===== src/rtl/squared_mwi.sv =====
// Squaring + moving-window integration stage of the QRS pipeline.
// Squares each accepted sample, keeps a 2^WIN_LOG2-deep window and emits floor(sum/N).
module squared_mwi #(
    parameter int DATA_WIDTH = 16,
    parameter int WIN_LOG2   = 5
) (
    input  logic                         clk,
    input  logic                         rstn,
    input  logic                         en,
    input  logic signed [DATA_WIDTH-1:0] xin,
    output logic [2*DATA_WIDTH-1:0]      yout,
    output logic                         yvalid,
    output logic                         filled
);
    localparam int SW = 2*DATA_WIDTH;
    localparam int AW = SW + WIN_LOG2;
    localparam int N  = 1 << WIN_LOG2;

    // vld_pipe_q[0] is the stage-1 valid, vld_pipe_q[1] drives yvalid
    logic [1:0]                vld_pipe_q;
    logic [SW-1:0]             sq_q;
    logic signed [SW-1:0]      xin_ext;
    logic signed [SW-1:0]      prod;
    logic [SW-1:0]             win_q [N];
    logic [WIN_LOG2-1:0]       wptr_q;
    logic [WIN_LOG2:0]         cnt_q;
    logic [AW-1:0]             sum_q, sum_d;

    // Full-width signed product: -2^(DW-1) squared still fits as a positive value
    assign xin_ext = SW'(xin);
    assign prod    = xin_ext * xin_ext;

    always_ff @(posedge clk or negedge rstn) begin
        if (!rstn) begin
            sq_q       <= '0;
            vld_pipe_q <= '0;
        end else begin
            vld_pipe_q <= {vld_pipe_q[0], en};
            if (en) sq_q <= prod;
        end
    end

    // The evicted entry is always part of sum, so this never underflows
    assign sum_d = sum_q + AW'(sq_q) - AW'(win_q[wptr_q]);

    always_ff @(posedge clk or negedge rstn) begin
        if (!rstn) begin
            sum_q  <= '0;
            wptr_q <= '0;
            cnt_q  <= '0;
        end else if (vld_pipe_q[0]) begin
            sum_q  <= sum_d;
            wptr_q <= wptr_q + 1'b1;
            if (cnt_q != (WIN_LOG2+1)'(N)) cnt_q <= cnt_q + 1'b1;
        end
    end

    for (genvar i = 0; i < N; i++) begin : g_win
        always_ff @(posedge clk or negedge rstn) begin
            if (!rstn)
                win_q[i] <= '0;
            else if (vld_pipe_q[0] && wptr_q == WIN_LOG2'(i))
                win_q[i] <= sq_q;
        end
    end

    assign yout   = sum_q[AW-1:WIN_LOG2];
    assign yvalid = vld_pipe_q[1];
    assign filled = (cnt_q == (WIN_LOG2+1)'(N));
endmodule


===== config.mk =====
export PLATFORM = sky130hd
export DESIGN_NAME = squared_mwi
export DESIGN_NICKNAME = d
export VERILOG_FILES = /design/src/rtl/squared_mwi.sv
export SDC_FILE = /design/constraint.sdc
export NUM_CORES = 2
export LEC_CHECK = 0
export BUFFER_PORTS_ARGS = -buffer_cell sky130_fd_sc_hd__buf_2
export CELL_PAD_IN_SITES_DETAIL_PLACEMENT = 0
export CELL_PAD_IN_SITES_GLOBAL_PLACEMENT = 1
export CORE_MARGIN = 4
export CORE_UTILIZATION = 45
export CTS_CLUSTER_DIAMETER = 30
export DETAILED_ROUTE_END_ITERATION = 10
export PLACE_DENSITY_LB_ADDON = 0.15
export SKIP_LAST_GASP = 1
export SLEW_MARGIN = 25
export SYNTH_ARGS = -nofsm -noshare
export SYNTH_HDL_FRONTEND = slang
export SYNTH_SLANG_ARGS = --single-unit
export TNS_END_PERCENT = 1

===== constraint.sdc =====
create_clock -name clk -period 5.75 [get_ports clk]
set_clock_uncertainty 0.2 [all_clocks]
set_input_delay 0.8625 -clock clk [delete_from_list [all_inputs] [get_ports clk]]
set_output_delay 0.8625 -clock clk [all_outputs]
set_load 0.05 [all_outputs]

* Word level (Yosys, flattened, before mapping)
Cells that the tools add are included.
** Cells by class
- Add/sub/neg operators :: 4
- $mul :: 1
- Order comparisons :: 1
- Equality and inequality tests :: 33
- Multiplexer cells :: 3
- Bitwise gates (word level) :: 1
- Reduce and logical (&&, ||, !) cells :: 34
** Operator list (number)
- binary-select mux 32 bit (select 5 bit) :: 1
- equality test 5 bit, second input constant :: 16
- 2-to-1 mux 32 bit :: 2
- equality test 5 x 4 -> 1 bit, second input constant :: 8
- adder 37 x 32 -> 37 bit :: 1
- subtractor 37 x 32 -> 37 bit :: 1
- logical AND 1 bit :: 32
- multiplier 16 x 16 -> 32 bit :: 1
- equality test 5 x 3 -> 1 bit, second input constant :: 4
- equality test 5 x 2 -> 1 bit, second input constant :: 2
- adder 6 x 1 -> 6 bit, second input constant :: 1
- equality test 6 bit, second input constant :: 1
- >= comparator 6 bit, second input constant :: 1
- != test 6 bit, second input constant :: 1
- inverter 5 -> 6 bit :: 1
- adder 5 x 1 -> 5 bit, second input constant :: 1
- equality test 5 x 1 -> 1 bit, second input constant :: 1
- zero test 5 bit :: 1
- AND reduction 2 bit :: 1
** Word-level totals
- Bits in registers :: 1106
- Input port bits :: 19
- Output and inout port bits :: 34
- Logic and storage cells :: 114

* Longest topological paths before layout
- Depth after elaboration :: 5
- Depth in mapped cells :: 24
- Mapped depth without buffers :: 23

* Least setup slack after synthesis
Ideal clock, no wire load.
- Path type :: input-to-reg
- Start :: input port xin[5]
- End :: register sq_q[29]
- Arrival time :: 6.800 ns
- Required time :: 5.412 ns
- Slack :: -1.389 ns
- Stages on the path :: 20
- Buffers on the path :: 2
- Cell sequence :: clkbuf_1 > clkbuf_1 > nand2_1 > fa_1 > inv_1 > fa_1 > inv_1 > fa_1 > fa_1 > fa_1 > fa_1 > inv_1 > ha_1 > a21o_1 > a21o_1 > a21o_2 > o21a_4 > a2111oi_4 > nor3_1 > or4b_1
** On the way
- Longest elaborated chain between the ends :: 1
** Ends and longest elaborated chain
- start, declared :: line 10 : input logic signed [DATA_WIDTH-1:0] xin,
- multiplier 16 x 16 -> 32 bit :: line 31 : assign prod = xin_ext * xin_ext;
- end signal, assigned :: line 39 : if (en) sq_q <= prod;
- end, declared :: line 21 : logic [SW-1:0] sq_q;
No other way between the ends.
A chain may end at the register's enable or synchronous reset.

* Worst setup path in the final report
- Start :: input port xin[15]
- End :: register sq_q[29]
The elaborated chain is that of the path after synthesis.

==> metrics.yaml <==
floorplan:
  io_pins: 53
  core_um2: 132000
  dieArea_um2: 139000
  die_w_um: 373
  num_rows: 133
  die_height_um: 373
  initial_core_util: 0.454
critical_path:
  max_stage_delay_ps: 530
  end_kind: "register"
  path_buf_inv: 6
  path_cells: "buf_12, clkinvlp_4, buf_12, nor2_4, fa_2, buf_6, fa_1, fa_1, fa_1, fa_1, inv_2, fa_1, inv_2, ha_4, a21o_1, a21oi_2, o21bai_4, o21a_1, o21a_4, a2111oi_4, nor3_1, or4b_1"
  slowest_stage: "fa_1"
  cp_data_arrival_time_ps: 6560
  worstPathMaxFanout: 4
  cpMostUsedCell: "fa_1"
  worstSetupPathType: "input pin to register"
  cp_top_family: "adder cells"
  crit_required_ps: 6200
  start_kind: "input pin"
cts:
  cts_max_path_buffers: 3
  cts_sinks: 1073
  clkLatencyLatePin_ps: 820
  cts-root-buf: "clkbuf_16"
  htreeDepth: 4
  cts_tree: "built"
  cts_buffers: 215
  clk_pin_slew_ps: 50
drt:
  wl_per_cell_um: 24.6
  drc: 0
  vias: 37200
  firstDrtPassIters: 5
  viasPerCell: 5.48
  drt_wl_total_um: 167000
  drt_iter0_markers: 2357
  ant_nets: 0
placed_design:
  routabilityCongestion: 0.816
  dp_hpwl_um: 108000
  dp_cells: 6356
  port_buffers: 52
synth:
  yosysWarnings: 0
  synth_top_area_frac: 0.448
  ys_ff_latch: 1073
  synth_area_um2: 59900
  synthFlopType: "dfrtp_1"
  yosysSeqAreaShare: 0.448
  synthCells: 4518
  synth-edff-count: 0
  yosys-top-cells-area: "dfrtp_1 (45%), mux2_2 (17%), mux4_2 (12%)"
  async_reset_ff_frac: 1.00
  synth_cell_types: 82
  syn_area_per_cell_um2: 13.3
  synth_nets: 4938
  synth_top_cell_by_area: "dfrtp_1"
global_route:
  antenna_found_initial: 2
  grt_max_degree: 154
  grt_pass1_vias: 40400
  grt_use_total: 0.243
  grt_pass1_wl_um: 257000
  grt.overflow.total: 0
layout:
  antenna_cells: 0
  layout-drive-gt1-share: 0.432
  finalNonFillerCells: 6775
  final_nets: 5255
  area_delta_synth_final_pct: 21.3
timing:
  min_period_ps: 6110
  hold_viol: 0
  grt_setup_unrepaired: "true"
  fmax_mhz: 164
  fin_ws_ps: -361
  max_slew_margin: 0.267
  finalSetupViolCount: 9
  period_share: 1.06
  worst_slew_pin_slew_ps: 1100
  report.final.slew_viol_count: 0
outcome:
  run_status: "complete, but fails checks"
  failed_checks: "setup timing"
worst_hold_path:
  hp-class: "register to register"
job:
  drv_cap: 0
[metrics by stage]
stage / util / setup WS, ps / hold WS (ps) / setup TNS [ps] / instance area [µm²]
final: 0.551 / -361 / 276 / -1460 / 72700
after global routing: 0.551 / -499 / 289 / -5080 / 72700
after CTS: 0.549 / -303 / 276 / -1900 / 72500
after detailed placement: 0.490 / -1240 / 266 / -17960 / 64700
after global placement: 0.490 / -1270 / 256 / -18150 / 64700
after floorplan: - / -835 / 152 / -9050 / 60000
[synth_stat cells (all sizes together) (29+ instances only)]
cell type	n
xnor2	44
fa	264
dfrtp	1073
inv	494
mux4	310
ha	137
and2	33
nor2	115
buf	111
nand2	286
o21ai	125
clkbuf	246
mux2	935
a21oi	59
nand3	29
[timing repair]
action,4_1_cts,5_1_grt
hold endpoints to repair,82,0
setup endpoints to repair,12,25
hold buffers,1,0
resized for setup,28,43
buffers inserted,4,11
pin swaps,18,30
[worst paths after layout]
check                                        from                      to  slack (ps)  cells after the start
hold / removal             win_q[530]$_DFFE_PN0P_  win_q[530]$_DFFE_PN0P_         280                      2
min in group asynchronous                    rstn  win_q[357]$_DFFE_PN0P_         500                      2
setup / recovery                          xin[15]    sq_q[29]$_DFFE_PN0P_        -360                     22
hold reg to reg            win_q[530]$_DFFE_PN0P_  win_q[530]$_DFFE_PN0P_         280                      2
setup reg to reg            wptr_q[0]$_DFFE_PN0P_   sum_q[35]$_DFFE_PN0P_         100                     18
max in group asynchronous                    rstn  win_q[254]$_DFFE_PN0P_        3410                      3
[layout by cell type (no fill, tap or decap), types with 8 or more instances in the layout]
cell type   Yosys  final
a21oi_1        58     57
and2_1         33     30
a21o_1         23     23
fa_2            0     11
clkinvlp_4      0     26
mux4_2        310    310
mux2_1         12     12
clkbuf_8        0     28
dfrtp_1      1073   1067
nand3_1        29     29
buf_4          32    345
inv_6           0      9
o21a_1         12     12
clkinv_2        0     29
mux2i_1        21     21
ha_1          137    132
buf_6           1      8
clkbuf_16       0    216
clkbuf_1      243     36
xnor2_1        44     42
nor3_1         18     18
a31oi_1         8      8
inv_1         494    483
bufinv_16       0     31
clkinv_8        0      9
nand4_1        13     13
mux2_2        923    923
nor2_1        115     74
buf_12          0     50
nand2_1       286    279
o21ai_0       120    120
fa_1          264    253
buf_2          64     45
xor2_1         18     18
clkinv_4        0     16
nand2b_1       14     14
and3_1         10     10
or3_1           8      8
nor2_4          0     35
[kinds of logic after synthesis]
kind of cell / count (synthesis) / synth area share
mux: 1266 / 0.296
flops: 1073 / 0.448
buf+inv: 852 / 0.0569
simple gates: 553 / 0.0404
fa+ha+maj: 401 / 0.117
compound gates: 310 / 0.0330
xor+xnor: 63 / 0.00943
[registers in the layout, indices dropped and copies added, names as in the netlist]
register / count
win_q: 992
cnt_q: 6
vld_pipe_q: 2
sum_q: 37
wptr_q: 5
sq_q: 31
[cell type report]
type | count | area, µm²
Fill cell | 11000 | 59200
Multi-Input combinational cell | 2593 | 30100
Sequential cell | 1073 | 26900
Clock buffer | 280 | 5930
Timing Repair Buffer | 457 | 4040
Tap cell | 1755 | 2200
Inverter | 495 | 1870
Clock inverter | 122 | 1690
[worst reg2reg max path: cells and delay by family (launching register included)]
kind | cells | cell delay [ps]
adder cells (fa/ha/maj) | 2 | 970
AND/OR/NAND/NOR | 5 | 970
buffers and inverters | 4 | 730
flip-flops | 1 | 630
XOR/XNOR | 1 | 170
multiplexers | 2 | 1000
AO/OA/AOI/OAI | 4 | 810
[per-layer routing]
layer  vias to the layer above  track usage  routed length, µm
met3                       231       0.0375               7670
met5                         -            0                  0
met1                     19800        0.346              76200
met4                         0       0.0645               3390
li1                      16300            -                  -
met2                       783        0.393              79300
Power is left out: the tool's default activity adds up to more than one toggle a clock period on the data nets, which glitch-free logic cannot reach.
